**src/rtl/rv_datapath_pkg.sv**
```systemverilog
// rtl/rv_datapath_pkg.sv - shared constants for the RV32I datapath slice
package rv_datapath_pkg;

  localparam int XLEN = 32;

  // Instruction format codes presented by the core FSM
  localparam logic [3:0] FMT_R  = 4'd0;
  localparam logic [3:0] FMT_I  = 4'd1;
  localparam logic [3:0] FMT_IL = 4'd2;
  localparam logic [3:0] FMT_IE = 4'd3;
  localparam logic [3:0] FMT_S  = 4'd4;
  localparam logic [3:0] FMT_B  = 4'd5;
  localparam logic [3:0] FMT_J  = 4'd6;
  localparam logic [3:0] FMT_JI = 4'd7;
  localparam logic [3:0] FMT_U  = 4'd8;
  localparam logic [3:0] FMT_UP = 4'd9;

  localparam logic [3:0] OP_ADD   = 4'd0;
  localparam logic [3:0] OP_SUB   = 4'd1;
  localparam logic [3:0] OP_SLL   = 4'd2;
  localparam logic [3:0] OP_SLT   = 4'd3;
  localparam logic [3:0] OP_SLTU  = 4'd4;
  localparam logic [3:0] OP_XOR   = 4'd5;
  localparam logic [3:0] OP_SRL   = 4'd6;
  localparam logic [3:0] OP_SRA   = 4'd7;
  localparam logic [3:0] OP_OR    = 4'd8;
  localparam logic [3:0] OP_AND   = 4'd9;
  localparam logic [3:0] OP_PASSA = 4'd10;

endpackage

```
**src/rtl/regfile_bank.sv**
```systemverilog
// rtl/regfile_bank.sv - 2R1W integer register bank with hardwired x0
module regfile_bank #(
  parameter int XLEN = 32,
  parameter int NREG = 32,
  parameter int AW   = $clog2(NREG)
) (
  input  logic            clk,
  input  logic            reset,
  input  logic [AW-1:0]   rs1,
  input  logic [AW-1:0]   rs2,
  input  logic [AW-1:0]   w,
  input  logic [XLEN-1:0] data_in,
  input  logic            we,
  output logic [XLEN-1:0] data_out1,
  output logic [XLEN-1:0] data_out2
);

  logic [XLEN-1:0] regs [NREG];

  always_ff @(posedge clk) begin
    if (reset) begin
      for (int i = 0; i < NREG; i++) begin
        regs[i] <= '0;
      end
    end else if (we && (w != '0)) begin
      regs[w] <= data_in;
    end
  end

  // No bypass: a read of the index being written returns the pre-edge value
  assign data_out1 = (rs1 == '0) ? '0 : regs[rs1];
  assign data_out2 = (rs2 == '0) ? '0 : regs[rs2];

endmodule

```
**src/rtl/regfile_alu_datapath.sv**
```systemverilog
// rtl/regfile_alu_datapath.sv - register file, ALU-control decoder and registered ALU
module regfile_alu_datapath #(
  parameter int XLEN = 32,
  parameter int NREG = 32
) (
  input  logic                    clk,
  input  logic                    reset,
  input  logic [$clog2(NREG)-1:0] rs1,
  input  logic [$clog2(NREG)-1:0] rs2,
  input  logic [$clog2(NREG)-1:0] w,
  input  logic [XLEN-1:0]         data_in,
  input  logic                    we,
  output logic [XLEN-1:0]         data_out1,
  output logic [XLEN-1:0]         data_out2,
  input  logic [2:0]              funct3,
  input  logic [6:0]              funct7,
  input  logic [3:0]              fmt,
  input  logic [XLEN-1:0]         ALU_srcA,
  input  logic [XLEN-1:0]         ALU_srcB,
  output logic [3:0]              ALU_ctr,
  output logic [XLEN-1:0]         ALU_resp,
  output logic                    zero
);

  import rv_datapath_pkg::*;

  regfile_bank #(
    .XLEN(XLEN),
    .NREG(NREG)
  ) u_bank (
    .clk       (clk),
    .reset     (reset),
    .rs1       (rs1),
    .rs2       (rs2),
    .w         (w),
    .data_in   (data_in),
    .we        (we),
    .data_out1 (data_out1),
    .data_out2 (data_out2)
  );

  // Only funct7[5] distinguishes SUB/SRA in RV32I
  logic unused_funct7;
  assign unused_funct7 = ^{funct7[6], funct7[4:0]};

  always_comb begin
    ALU_ctr = OP_ADD;
    if (fmt == FMT_R || fmt == FMT_I) begin
      case (funct3)
        3'd0:    ALU_ctr = (fmt == FMT_R && funct7[5]) ? OP_SUB : OP_ADD;
        3'd1:    ALU_ctr = OP_SLL;
        3'd2:    ALU_ctr = OP_SLT;
        3'd3:    ALU_ctr = OP_SLTU;
        3'd4:    ALU_ctr = OP_XOR;
        3'd5:    ALU_ctr = funct7[5] ? OP_SRA : OP_SRL;
        3'd6:    ALU_ctr = OP_OR;
        default: ALU_ctr = OP_AND;
      endcase
    end else if (fmt == FMT_U) begin
      ALU_ctr = OP_PASSA;
    end
  end

  logic [4:0]      shamt;
  logic [XLEN-1:0] alu_result;

  assign shamt = ALU_srcB[4:0];

  always_comb begin
    alu_result = '0;
    case (ALU_ctr)
      OP_ADD:   alu_result = ALU_srcA + ALU_srcB;
      OP_SUB:   alu_result = ALU_srcA - ALU_srcB;
      OP_SLL:   alu_result = ALU_srcA << shamt;
      OP_SLT:   alu_result = {{(XLEN-1){1'b0}}, $signed(ALU_srcA) < $signed(ALU_srcB)};
      OP_SLTU:  alu_result = {{(XLEN-1){1'b0}}, ALU_srcA < ALU_srcB};
      OP_XOR:   alu_result = ALU_srcA ^ ALU_srcB;
      OP_SRL:   alu_result = ALU_srcA >> shamt;
      OP_SRA:   alu_result = $unsigned($signed(ALU_srcA) >>> shamt);
      OP_OR:    alu_result = ALU_srcA | ALU_srcB;
      OP_AND:   alu_result = ALU_srcA & ALU_srcB;
      OP_PASSA: alu_result = ALU_srcA;
      default:  alu_result = '0;
    endcase
  end

  // Unconditional capture: the core depends on exactly one cycle of latency
  always_ff @(posedge clk) begin
    if (reset) begin
      ALU_resp <= '0;
      zero     <= 1'b1;
    end else begin
      ALU_resp <= alu_result;
      zero     <= (alu_result == '0);
    end
  end

endmodule

```
**config.mk**
```make
export PLATFORM = sky130hd
export DESIGN_NAME = regfile_alu_datapath
export DESIGN_NICKNAME = d
export VERILOG_FILES = /design/src/rtl/rv_datapath_pkg.sv /design/src/rtl/regfile_bank.sv /design/src/rtl/regfile_alu_datapath.sv
export SDC_FILE = /design/constraint.sdc
export NUM_CORES = 2
export LEC_CHECK = 0
export BUFFER_PORTS_ARGS = -buffer_cell sky130_fd_sc_hd__buf_2
export CORE_MARGIN = 5
export CORE_UTILIZATION = 53
export CTS_BUF_LIST = sky130_fd_sc_hd__clkbuf_4
export DETAILED_ROUTE_END_ITERATION = 16
export HOLD_SLACK_MARGIN = 0.03
export PLACE_DENSITY = 0.73
export SLEW_MARGIN = 20
export SYNTH_ARGS = -nofsm -noshare
export SYNTH_HDL_FRONTEND = slang
export SYNTH_HIERARCHICAL = 1
export SYNTH_SLANG_ARGS = --single-unit
```
**constraint.sdc**
```tcl
create_clock -name clk -period 4.8 [get_ports clk]
set_input_delay 1.2 -clock clk [delete_from_list [all_inputs] [get_ports clk]]
set_output_delay 1.2 -clock clk [all_outputs]
set_load 0.02 [all_outputs]
```
* Yosys cells after proc, flatten, opt, wreduce, memory -nomap -nowiden
Memories as Yosys holds them, arrays and structs flattened.
Index checks and enable logic that the tools add are counted.
** Operators by class
- Add/sub/neg operators :: 2
- $lt $le $gt $ge :: 2
- Equality and inequality tests :: 18
- Shift-type cells :: 3
- Multiplexer cells :: 16
- Bitwise gates (word level) :: 3
- Reductions and logical operators :: 11
** Operators by type and width (number)
- case mux 32 bit (11 select lines) :: 1
- two-way mux 32 bit :: 3
- < comparator 32 bit :: 2
- adder 32 bit :: 1
- bitwise AND 32 bit :: 1
- zero test 32 bit :: 1
- bitwise OR 32 bit :: 1
- OR reduction 32 bit :: 1
- left shift 32 x 5 -> 32 bit :: 1
- >> shifter 32 x 5 -> 32 bit :: 1
- >>> shifter 32 x 5 -> 32 bit :: 1
- subtractor 32 bit :: 1
- bitwise XOR 32 bit :: 1
- case mux 4 bit (7 select lines) :: 1
- == test 4 x 3 -> 1 bit (second input constant) :: 4
- == test 4 bit (second input constant) :: 4
- zero test 5 bit :: 2
- == test 3 bit (second input constant) :: 3
- == test 4 x 1 -> 1 bit (second input constant) :: 2
- == test 4 x 2 -> 1 bit (second input constant) :: 2
- zero test 4 bit :: 2
- two-way mux 1 bit :: 8
- two-way mux 4 bit :: 2
- == test 3 x 2 -> 1 bit (second input constant) :: 2
- 6 further kinds :: 7
** Storage, ports and cells
- Register bits after elaboration :: 33
- Memory bits (writable) :: 1024
- Output and inout port bits :: 101
- Memories kept :: 1
** Memories
- u_bank.regs :: depth 32, bits a word 32, read ports 2, clocked after memory_dff 0, wr ports 32, RTL line regfile_bank.sv:18 : logic [XLEN-1:0] regs [NREG];

* Depth between registers and ports, before layout
- Word-level depth :: 8
- Gate-level depth with buffers :: 19
- Mapped depth without buffers :: 14

* Cells and area by module
The synthesis kept the hierarchy.
** Modules (own cells, without submodules)
- regfile_bank :: times used 1, cells an instance 3502, area an instance 54253.3 sq um, seq. area each 30749.5 sq um
- regfile_alu_datapath :: times used 1, cells an instance 1690, area an instance 11860.1 sq um, seq. area each 660.6 sq um

* Worst setup path after synthesis
No wires, ideal clock.
- Path kind :: input to register
- From :: input port ALU_srcB[3]
- To :: register zero
- Setup time :: 60 ps
- Arrival time :: 4694 ps
- Required time :: 4740 ps
- Slack :: 45 ps
- Stages on the path :: 19
- Path through :: buf_2 -> buf_4 -> inv_1 -> buf_2 -> buf_2 -> buf_2 -> ha_1 -> buf_2 -> nor2_1 -> o2111ai_1 -> nand3_1 -> a211oi_2 -> a2111oi_2 -> a211oi_2 -> a211o_1 -> a221oi_1 -> nand2_1 -> nor4_1 -> a41o_1
** Between the ends
- Word-level cells in the longest chain between the ends :: 3
- Elaborated cells between the ends (all ways) :: 12
** Ends and longest elaborated chain
- start: declaration :: RTL line regfile_alu_datapath.sv:19 : input logic [XLEN-1:0] ALU_srcB,
- subtractor 32 bit, or another cell as far along :: RTL line regfile_alu_datapath.sv:73 : OP_SUB: alu_result = ALU_srcA - ALU_srcB;
- case mux 32 bit (11 select lines) (*) :: RTL line regfile_alu_datapath.sv:71 : case (ALU_ctr)
- zero test 32 bit (*) :: RTL line regfile_alu_datapath.sv:94 : zero <= (alu_result == '0);
- end signal: assignment :: RTL line regfile_alu_datapath.sv:94
- end: declaration :: RTL line regfile_alu_datapath.sv:22 : output logic zero
Every way passes the cells marked *; elsewhere a longest branch is shown, timed or not.
A chain may end at the register's enable or synchronous reset.

* Final worst setup path
- From :: input port rs2[3]
- To :: output port data_out2[3]
** Between the ends
- Word-level cells in the longest chain between the ends :: 2
- Elaborated cells between the ends (all ways) :: 3
** Ends and longest elaborated chain
- start: declaration :: RTL line regfile_alu_datapath.sv:9 : input logic [$clog2(NREG)-1:0] rs2,
- memory read (32 x 32 bit) / zero test 5 bit (equally long branches)
- two-way mux 32 bit (*) :: RTL line regfile_bank.sv:32 : assign data_out2 = (rs2 == '0) ? '0 : regs[rs2];
- end: declaration :: RTL line regfile_alu_datapath.sv:14 : output logic [XLEN-1:0] data_out2,
Marked as above.

==> impl_metrics.py <==
metrics = {
    "sta": {
        "slew_headroom": 0.250,
        "setup_tns_ns": -0.131,
        "slew_violations": 0,
        "postLayoutSetupSlackWorst_ns": -0.0531,
        "rsz0062_at_grt": "no",
        "whs_ns": 0.615,
        "fmax_mhz": 206,
        "worstMarginPinSlew_ns": 1.12,
        "min_period_ns": 4.85,
        "hold_viol_final": 0,
        "min_period_over_period": 1.01,
        "setup_viol": 5,
    },
    "synth": {
        "synth_area_per_cell_sq_um": 12.7,
        "ys_types": 100,
        "synth_ff_type": "edfxtp_1",
        "synthCells": 5192,
        "async_flop_share": 0,
        "synth_area_sq_um": 66100,
        "synth_top_cell_area_share": 0.465,
        "yosys.area.top_type": "edfxtp_1",
        "synth_edf_count": 1024,
        "synth_top_cells_by_area": "edfxtp_1, mux4_2, and2_1",
        "ys_ff_latch": 1057,
        "ys_seq_area_frac": 0.475,
        "ys.warnings.count": 6,
    },
    "cells_and_area": {
        "nNetsFinal": 6082,
        "drive_gt1_frac": 0.335,
        "syn2layout_area_growth_pct": 15.5,
        "final_cells": 7679,
    },
    "routing": {
        "dr.pass1.iters": 7,
        "ant_nets": 0,
        "drt-total-wl_mm": 259,
        "wl_per_cell_um": 33.7,
        "drcViolationCount": 0,
        "viasPerCell": 6.80,
        "vias": 52200,
        "drt-initial-drc-count": 7251,
    },
    "placed_design": {
        "gp_congestion": 1.06,
        "port_buffers": 222,
        "dpl.cell_count": 7198,
        "dp_hpwl_mm": 178,
    },
    "clock_tree": {
        "cts_setup_buffers": 0,
        "htreeDepth": 5,
        "cts_sinks": 1057,
        "clock_path_buffers": 4,
        "cts_buffers": 290,
        "root_buffer": "clkbuf_4",
        "path_clk_slew_ns": 0.06,
        "cts_tree": "done",
    },
    "worst_hold_path": {
        "hold_class": "in -> reg",
    },
    "floorplanning": {
        "fp.dieH_um": 363,
        "ios": 229,
        "rows": 129,
        "die_x_um": 363,
        "initial_core_util": 0.534,
        "die-area_sq_um": 132000,
        "coreArea_sq_um": 124000,
    },
    "worst_setup_path": {
        "critPathLaunch": "rs2[3]",
        "cp-end-kind": "output port",
        "criticalPathCategory": "in -> out",
        "crit_required_ns": 3.60,
        "start_kind": "input pin",
        "endpoint": "data_out2[3]",
        "cp_max_fo": 15,
        "cp.arrival_ns": 3.65,
    },
    "global_route": {
        "grt_overflow": 0,
        "grt_max_degree": 65,
        "antenna_found_initial": 21,
        "grt_usage": 0.386,
        "grt_pass1_vias": 52600,
        "grt_pass1_wl_mm": 365,
    },
    "power_and_ir_drop": {
        "vdd.ir_drop.worst_mv": 0.258,
        "p_leak_nw": 28.6,
        "power_w": 0.0234,
        "powerDensity_nw_per_um2": 307,
    },
    "flow_run": {
        "max_cap_violations": 0,
    },
    "status": {
        "status": "finished, violations left",
        "violations": "negative setup slack",
    },
}
[where the power goes]
part           total (W)  switching, W  internal (W)
clock network    0.00764       0.00367       0.00396
registers         0.0109      0.000278        0.0106
logic            0.00485       0.00285       0.00200
[critical path, cell delays in order]
cell and delay [ns]:
buf_2 0.27, nor2b_4 0.31, buf_4 0.35, a22o_1 0.26, a2111oi_1 0.08, buf_4 0.15, nor3_1 0.69, buf_2 0.31
[what timing repair did]
item | 4_1_cts | 5_1_grt
cloned | 0 | 1
hold buffers | 0 | 0
gates resized for setup | 5 | 9
setup endpoints to repair | 4 | 8
[cell usage after synthesis (14+ instances only)]
library cell and count:
a211oi_1 31, a22o_1 56, nand4_1 21, o31ai_1 16, o211ai_1 30, ha_1 98, nand2b_1 26, a2111oi_1 42
mux2i_1 212, o21ai_0 113, o22ai_1 122, nor3_1 109, nor2b_1 39, a21o_1 15, a2111oi_0 21, buf_2 97
a222oi_1 15, o221ai_1 28, mux2_2 68, a21oi_1 142, edfxtp_1 1024, a221oi_1 14, or2_2 38, nand3_1 36
nor2_1 207, buf_4 45, a31oi_1 22, dfxtp_1 33, mux4_2 512, nand2_1 160, or3_1 19, a22oi_1 28
buf_6 29, buf_1 23, nor4_1 22, and2_1 1003, clkbuf_1 354, inv_1 97
[state kept, by name, indices dropped and copies added (netlist names)]
name	flops
ALU_resp	32
zero	1
u_bank/regs	1024
[per-stage QoR]
step	utilization	area (sq um)	setup WS, ns
after floorplan	-	66200	0.0454
after global placement	0.589	72900	-0.243
after detailed placement	0.589	72900	-0.256
after CTS	0.616	76200	0.0128
after global routing	0.616	76300	0.0113
final	0.617	76300	-0.0531
[layer usage]
layer,vias up,routed length [um],track usage,share of wire
li1,21400,-,-,-
met1,25700,85000,0.454,0.33
met2,4159,120000,0.616,0.46
met3,995,29500,0.0901,0.11
met4,10,24600,0.303,0.095
met5,-,72,0,0.00028
[cells by family (layout without fill, tap and decap cells)]
logic type | Yosys count | count (layout) | share of synthesized area
simple gates | 1744 | 1744 | 0.151
mux | 794 | 794 | 0.219
other cells | 1 | 49 | 0.0000567
flops | 1057 | 1057 | 0.475
xor+xnor | 16 | 16 | 0.00212
compound gates | 830 | 830 | 0.0894
fa+ha+maj | 100 | 100 | 0.0192
buf+inv | 650 | 1452 | 0.0448
[area by class of cell]
class                           instances  area [sq um]
Fill cell                            9598         47500
Multi-Input combinational cell       3516         32200
Clock buffer                          406          3050
Antenna cell                           17          42.5
Timing Repair Buffer                  887          6970
Inverter                              102           395
Tap cell                             1637          2050
Clock inverter                         57           279
Sequential cell                      1057         31400
[worst min-delay path by stage]
stage	cells after the start	end	from	slack, ns
floorplan	1	ALU_resp[12]	reset	1.27
global placement	1	ALU_resp[29]	ALU_resp[29]	1.62
detailed placement	1	ALU_resp[31]	ALU_resp[31]	1.62
CTS	2	u_bank/regs[24][21]	data_in[21]	0.50
global route	2	u_bank/regs[10][21]	data_in[21]	0.58
finish	2	u_bank/regs[24][21]	data_in[21]	0.61
[cells in the final DEF (no fill, tap or decap), types with 45 or more instances in the layout]
| cell | n |
|---|---|
| edfxtp_1 | 1024 |
| and2_1 | 1002 |
| buf_4 | 604 |
| mux4_2 | 512 |
| clkbuf_4 | 406 |
| buf_2 | 213 |
| mux2i_1 | 212 |
| nor2_1 | 175 |
| nand2_1 | 160 |
| a21oi_1 | 141 |
| o22ai_1 | 121 |
| o21ai_0 | 113 |
| nor3_1 | 105 |
| ha_1 | 98 |
| inv_1 | 97 |
| mux2_2 | 68 |
| buf_12 | 63 |
| a22o_1 | 56 |
| clkinv_1 | 45 |
Power figures use the tool's default switching activity.
